`src/rtl/branch_resolve_unit_pkg.sv`:
```
`default_nettype none
// ============================================================================
// Module  : branch_resolve_unit_pkg
// Purpose : Shared record type, FSM state encoding and helpers for the
//           branch resolve unit and its prediction FIFO.
// Revision: 1.0 - initial release
// ============================================================================
package branch_resolve_unit_pkg;

    localparam int unsigned PC_W    = 64;
    localparam int unsigned INSTR_W = 32;

    typedef struct packed {
        logic [PC_W-1:0]    pc;
        logic [INSTR_W-1:0] instr;
        logic               pred_taken;
        logic [PC_W-1:0]    pred_target;
    } pred_rec_t;

    typedef enum logic [0:0] {
        BRU_NORMAL  = 1'b0,
        BRU_RECOVER = 1'b1
    } bru_state_e;

    // Architecturally correct fall-through/target PC; wraps at 2^64.
    function automatic logic [PC_W-1:0] bru_next_pc(
        input logic            taken,
        input logic [PC_W-1:0] pc,
        input logic [PC_W-1:0] target
    );
        return taken ? target : (pc + 64'd4);
    endfunction

endpackage
`default_nettype wire

```
`src/rtl/branch_resolve_unit_pred_fifo.sv`:
```
`default_nettype none
// ============================================================================
// Module  : pred_fifo
// Purpose : In-order FIFO of prediction records with push, pop and a
//           synchronous clear that has priority over both.
// Revision: 1.0 - initial release
// ============================================================================
module pred_fifo
    import branch_resolve_unit_pkg::*;
#(
    parameter int DEPTH = 8
) (
    input  logic      clk,
    input  logic      reset,
    input  logic      push,
    input  pred_rec_t push_rec,
    input  logic      pop,
    input  logic      clear,
    output pred_rec_t head,
    output logic      empty,
    output logic      full
);

    localparam int          AW      = $clog2(DEPTH);
    localparam logic [AW:0] PTR_ONE = {{AW{1'b0}}, 1'b1};

    logic [AW:0] wr_ptr_q, wr_ptr_d;
    logic [AW:0] rd_ptr_q, rd_ptr_d;
    pred_rec_t   mem_q [DEPTH];
    logic        wr_fire;
    logic        rd_fire;

    assign empty   = (wr_ptr_q == rd_ptr_q);
    assign full    = (wr_ptr_q[AW] != rd_ptr_q[AW]) &&
                     (wr_ptr_q[AW-1:0] == rd_ptr_q[AW-1:0]);
    assign wr_fire = push && !full && !clear;
    assign rd_fire = pop && !empty && !clear;
    assign head    = mem_q[rd_ptr_q[AW-1:0]];

    always_comb begin
        wr_ptr_d = wr_ptr_q;
        rd_ptr_d = rd_ptr_q;
        if (clear) begin
            wr_ptr_d = '0;
            rd_ptr_d = '0;
        end else begin
            if (wr_fire) wr_ptr_d = wr_ptr_q + PTR_ONE;
            if (rd_fire) rd_ptr_d = rd_ptr_q + PTR_ONE;
        end
    end

    always_ff @(posedge clk or posedge reset) begin
        if (reset) begin
            wr_ptr_q <= '0;
            rd_ptr_q <= '0;
        end else begin
            wr_ptr_q <= wr_ptr_d;
            rd_ptr_q <= rd_ptr_d;
        end
    end

    // Storage needs no reset: entries are only observed between the pointers.
    always_ff @(posedge clk) begin
        if (wr_fire) mem_q[wr_ptr_q[AW-1:0]] <= push_rec;
    end

endmodule
`default_nettype wire

```
`src/rtl/branch_resolve_unit.sv`:
```
`default_nettype none
// ============================================================================
// Module  : branch_resolve_unit
// Purpose : Matches execute outcomes against queued fetch predictions, drives
//           predictor updates and redirects. Optional counters: BRU_STATS_EN.
// Revision: 1.0 - initial release
// ============================================================================
module branch_resolve_unit
    import branch_resolve_unit_pkg::*;
#(
    parameter int DEPTH = 8
) (
    input  logic        clk,
    input  logic        reset,
    input  logic        push_valid,
    output logic        push_ready,
    input  logic [63:0] push_pc,
    input  logic [31:0] push_instr,
    input  logic        push_pred_taken,
    input  logic [63:0] push_pred_target,
    input  logic        resolve_valid,
    input  logic [63:0] resolve_pc,
    input  logic        resolve_taken,
    input  logic [63:0] resolve_target,
    output logic        update_en,
    output logic [63:0] update_pc,
    output logic [31:0] update_instr,
    output logic        actual_taken,
    output logic [63:0] actual_target,
    output logic        redirect_valid,
    output logic [63:0] redirect_pc,
    output logic        desync_err,
    output logic [31:0] stat_resolved,
    output logic [31:0] stat_mispredict
);

    bru_state_e  state_q, state_d;
    pred_rec_t   head;
    pred_rec_t   push_rec;
    logic        fifo_empty;
    logic        fifo_full;
    logic        match;
    logic        mispredict;
    logic        desync;
    logic        flush;
    logic        fifo_push;
    logic [63:0] next_pc;

    logic        update_en_q,      update_en_d;
    logic [63:0] update_pc_q,      update_pc_d;
    logic [31:0] update_instr_q,   update_instr_d;
    logic        actual_taken_q,   actual_taken_d;
    logic [63:0] actual_target_q,  actual_target_d;
    logic        redirect_valid_q, redirect_valid_d;
    logic [63:0] redirect_pc_q,    redirect_pc_d;
    logic        desync_err_q,     desync_err_d;

    assign push_rec = '{pc: push_pc, instr: push_instr,
                        pred_taken: push_pred_taken, pred_target: push_pred_target};

    always_comb begin
        push_ready = !fifo_full && (state_q == BRU_NORMAL);
        match      = resolve_valid && !fifo_empty && (head.pc == resolve_pc);
        mispredict = match && ((head.pred_taken != resolve_taken) ||
                               (resolve_taken && (head.pred_target != resolve_target)));
        desync     = resolve_valid && !match;
        flush      = mispredict || desync;
        // A push accepted alongside a flush is wrong-path; the handshake still completes.
        fifo_push  = push_valid && push_ready && !flush;
        next_pc    = bru_next_pc(resolve_taken, resolve_pc, resolve_target);
    end

    pred_fifo #(.DEPTH(DEPTH)) u_pred_fifo (
        .clk      (clk),
        .reset    (reset),
        .push     (fifo_push),
        .push_rec (push_rec),
        .pop      (match),
        .clear    (flush),
        .head     (head),
        .empty    (fifo_empty),
        .full     (fifo_full)
    );

    always_comb begin
        state_d          = flush ? BRU_RECOVER : BRU_NORMAL;
        update_en_d      = match;
        update_pc_d      = update_pc_q;
        update_instr_d   = update_instr_q;
        actual_taken_d   = actual_taken_q;
        actual_target_d  = actual_target_q;
        redirect_valid_d = flush;
        redirect_pc_d    = redirect_pc_q;
        desync_err_d     = desync;
        if (match) begin
            update_pc_d     = head.pc;
            update_instr_d  = head.instr;
            actual_taken_d  = resolve_taken;
            actual_target_d = resolve_target;
        end
        if (flush) redirect_pc_d = next_pc;
    end

    always_ff @(posedge clk or posedge reset) begin
        if (reset) begin
            state_q          <= BRU_NORMAL;
            update_en_q      <= 1'b0;
            update_pc_q      <= '0;
            update_instr_q   <= '0;
            actual_taken_q   <= 1'b0;
            actual_target_q  <= '0;
            redirect_valid_q <= 1'b0;
            redirect_pc_q    <= '0;
            desync_err_q     <= 1'b0;
        end else begin
            state_q          <= state_d;
            update_en_q      <= update_en_d;
            update_pc_q      <= update_pc_d;
            update_instr_q   <= update_instr_d;
            actual_taken_q   <= actual_taken_d;
            actual_target_q  <= actual_target_d;
            redirect_valid_q <= redirect_valid_d;
            redirect_pc_q    <= redirect_pc_d;
            desync_err_q     <= desync_err_d;
        end
    end

    assign update_en      = update_en_q;
    assign update_pc      = update_pc_q;
    assign update_instr   = update_instr_q;
    assign actual_taken   = actual_taken_q;
    assign actual_target  = actual_target_q;
    assign redirect_valid = redirect_valid_q;
    assign redirect_pc    = redirect_pc_q;
    assign desync_err     = desync_err_q;

`ifdef BRU_STATS_EN
    logic [31:0] stat_resolved_q,   stat_resolved_d;
    logic [31:0] stat_mispredict_q, stat_mispredict_d;

    always_comb begin
        stat_resolved_d   = stat_resolved_q   + {31'd0, match};
        stat_mispredict_d = stat_mispredict_q + {31'd0, mispredict};
    end

    always_ff @(posedge clk or posedge reset) begin
        if (reset) begin
            stat_resolved_q   <= '0;
            stat_mispredict_q <= '0;
        end else begin
            stat_resolved_q   <= stat_resolved_d;
            stat_mispredict_q <= stat_mispredict_d;
        end
    end

    assign stat_resolved   = stat_resolved_q;
    assign stat_mispredict = stat_mispredict_q;
`else
    assign stat_resolved   = 32'd0;
    assign stat_mispredict = 32'd0;
`endif

endmodule
`default_nettype wire

```
`config.mk`:
```
export PLATFORM = sky130hd
export DESIGN_NAME = branch_resolve_unit
export DESIGN_NICKNAME = d
export VERILOG_FILES = /design/src/rtl/branch_resolve_unit_pkg.sv /design/src/rtl/branch_resolve_unit_pred_fifo.sv /design/src/rtl/branch_resolve_unit.sv
export SDC_FILE = /design/constraint.sdc
export NUM_CORES = 2
export LEC_CHECK = 0
export ABC_AREA = 0
export CAP_MARGIN = 25
export CELL_PAD_IN_SITES_DETAIL_PLACEMENT = 0
export CELL_PAD_IN_SITES_GLOBAL_PLACEMENT = 2
export CORE_MARGIN = 5
export CORE_UTILIZATION = 39
export DETAILED_ROUTE_END_ITERATION = 8
export HOLD_SLACK_MARGIN = 0.05
export PLACE_DENSITY = 0.88
export SLEW_MARGIN = 20
export SYNTH_ARGS = -nofsm -noshare
export SYNTH_HDL_FRONTEND = slang
export SYNTH_SLANG_ARGS = --single-unit
```
`constraint.sdc`:
```
create_clock -name clk -period 15.3 [get_ports clk]
set_clock_uncertainty 0.1 [all_clocks]
set_input_delay 1.53 -clock clk [delete_from_list [all_inputs] [get_ports clk]]
set_output_delay 1.53 -clock clk [all_outputs]
set_load 0.05 [all_outputs]
```
==> run metrics <==
vias in the first global route=between 30000 and 40000; clk slew on worst S/H paths=approximately 0.060 ns; FFs w/ async S/R, synth=15.49%; Final Total Pwr=9.123 mW; Final Hold Viols=0; P_leak=25.31 nW; initial antenna violation count=85; Worst setup EP type=flop; Starting Density=around two fifths; # Post-CTS Setup Buffers=0; RSZ-0062 raised after global routing=no; Final Wtd Congestion=0.8629; DR WL/cell=between 30 and 40 um; Post-Syn Area=62190 um^2; Total Routing Usage GR=22.93%; CTS Buf Count=160; maximum VDD drop=between 0.1 and 0.15 mV; Max transition margin=26.98%; first-pass GRT wire length=roughly 270000 um; nets=4253; Clock Root Buffer=clkbuf_16; CTS Sinks=approximately 1500; Setup CP Type=reg2reg; Mean Syn Cell Area=18.54 um^2; HPWL after DPL=about 140000 um; CP Launch Type=flop; Setup TNS=0 ns; max incr delay on CP=1.01 ns; synth top area cells=edfxtp_1, dfrtp_1, mux4_2; synth cell count leaders=edfxtp_1, dfrtp_1, mux2i_1, mux4_2, mux2_2; worst slew pin tran=around 1.1 ns; Post-CTS Resized=0; outcome=finished clean; critical path's slowest cell=dfrtp_4; met2 usage=35.61%; largest net degree at the start of global routing=~140; total core area=158400 um^2; CTS Hold Bufs=0; Post-synth top flop=edfxtp_1; max cap viols=0; Distinct cells, synth=73; Die ar.=around 170000 um^2; die width=409.3 um; latest clock arrival within the worst-skew pair=0.81 ns; ratio of cells with drive above 1 in the final layout=20.67%; antenna viol nets, final=0; gate count of the mapped netlist=3355; period utilization=60.09%; Post-Route WL=197200 um; PortBufs=522; Final min period=9.193 ns; iteration count of the initial detailed-routing pass=5; Boundary Pins=587; TritonCTS clock tree=done; maximum root-to-sink buffer count=3; post-synthesis sequential area ratio=71.69%; PwrDens=121.1 nW/um^2; crit path DAT=between 9 and 10 ns; via count=34860; Area Growth Syn to Fin=21.12%; required time worst endpoint=15.60 ns; critical path fanouts, max=56; Die H=409.3 um; most frequent cell after synthesis=edfxtp_1; 1st-iter DRT viols=3528; Max Freq=approximately 110 MHz; most used cell, CP=buf_4; share of the synthesized area in the top cell type=between 60% and 70%; final setup vio count=0; Syn. warnings=0; Via density=between 5 and 6; Post-synth EDFFs=1288; Hold WC Path Type=reg2reg; # DRC=0; post-synthesis register bit count=1524; FP Rows=approximately 150; H-tree Lvls=4; global routing usage on met3=8.696%; Synth area leader=edfxtp_1; GR Layer Usage met1=29.13%; GR peak layer=met2; Max Slew Vio Count=0; gr ovfl total=0; crit path cell chain=buf_4, buf_4, mux4_2, mux2i_1, xnor2_1, or4_1, or4_1, or4_4, o21ai_2, nand2_4, nor2_4, buf_4, buf_4, buf_16, buf_4
power breakdown:
| group | total [mW] | internal, mW | switching (mW) | leakage (nW) |
|---|---|---|---|---|
| Clock | 3.99 | 2.32 | 1.67 | 2.67 |
| Sequential | 4.58 | 4.55 | 0.0322 | 14.7 |
| Combinational | 0.551 | 0.184 | 0.366 | 7.92 |
| Total | 9.12 | 7.06 | 2.07 | 25.3 |
stage by stage:
step	instance area (um^2)	hold slack [ns]	utilization (%)	worst slack, ns	std cells
after floorplan	62430	0.4238	-	0.01341	3418
after global routing	75240	0.4137	47.51	5.587	6180
after detailed placement	69620	0.3948	43.96	5.731	5863
after CTS	75120	0.4076	47.43	5.724	6161
final	75320	0.4034	47.56	6.107	6213
after global placement	69550	0.3888	43.91	5.798	5860
sequential cells by signal, summed over array words and instances (netlist names):
| signal | count |
|---|---|
| actual_taken | 1 |
| actual_target | 64 |
| desync_err | 1 |
| redirect_pc | 64 |
| redirect_valid | 1 |
| u_pred_fifo.mem_q | 1288 |
| u_pred_fifo.rd_ptr_q | 4 |
| u_pred_fifo.wr_ptr_q | 4 |
| update_en | 1 |
| update_instr | 32 |
| update_pc | 64 |
layout by cell type, fill, tap and decap left out, drive strengths merged, types with 35 or more instances in the layout:
cell type,synthesis,layout
a22oi,41,41
mux4,227,227
xor2,71,71
inv,27,35
conb,1,64
nor3,37,37
edfxtp,1288,1288
mux2,259,259
clkbuf,58,207
dfrtp,236,236
o31ai,36,36
nand2,112,112
nand4,37,37
clkinv,0,61
xnor2,91,91
clkdlybuf4s50,0,521
o21ai,107,107
diode,0,49
nor2,75,75
buf,170,83
mux2i,235,235
cell families (layout without fill, tap and decap cells):
logic type | Yosys count | count (layout) | share of synthesized area, %
flops | 1524 | 1524 | 71.69
fa+ha+maj | 3 | 3 | 0.06037
buf+inv | 255 | 929 | 2.493
xor+xnor | 162 | 162 | 2.282
other cells | 1 | 113 | 0.006030
simple gates | 403 | 403 | 3.432
mux | 721 | 721 | 17.00
compound gates | 286 | 286 | 3.040
critical path: cells and delay by family (launching register included):
family	cells	cell delay (ns)
AO/OA/AOI/OAI	1	0.36
buffers and inverters	6	3.82
multiplexers	2	0.88
flip-flops	1	1.01
XOR/XNOR	1	0.14
AND/OR/NAND/NOR	5	2.29
metal layers:
metal / routed length [um] / vias up
li1: - / 14500
met1: 75530 / 18100
met2: 91490 / 1844
met3: 21920 / 378
met4: 8044 / 34
met5: 239 / -
path summary, 6_finish.rpt:
kind,start,slack [ns],end,cells after the start
worst max-delay path,u_pred_fifo.rd_ptr_q[0]$_DFFE_PP0P_,6.11,u_pred_fifo.mem_q[7][102]$_DFFE_PP_,15
worst min-delay path,actual_target[59]$_DFFE_PP0N_,0.40,actual_target[59]$_DFFE_PP0N_,1
worst max register to register,u_pred_fifo.rd_ptr_q[0]$_DFFE_PP0P_,6.11,u_pred_fifo.mem_q[7][102]$_DFFE_PP_,15
worst min register to register,actual_target[59]$_DFFE_PP0N_,0.40,actual_target[59]$_DFFE_PP0N_,1
max in group asynchronous,reset,12.50,redirect_pc[5]$_DFFE_PP0P_,3
min in group asynchronous,reset,1.22,actual_target[11]$_DFFE_PP0N_,2
layout make-up:
type / instances / area, um^2
diodes: 49 / 122.6
clock buffers: 207 / 4332
clock inverters: 91 / 1166
fillers: 13130 / 83060
inverters: 27 / 110.1
multi-input cells: 1639 / 16400
flip-flops and latches: 1524 / 44590
well taps: 2072 / 2592
repair buffers: 604 / 6003
Power figures use the tool's default switching activity.
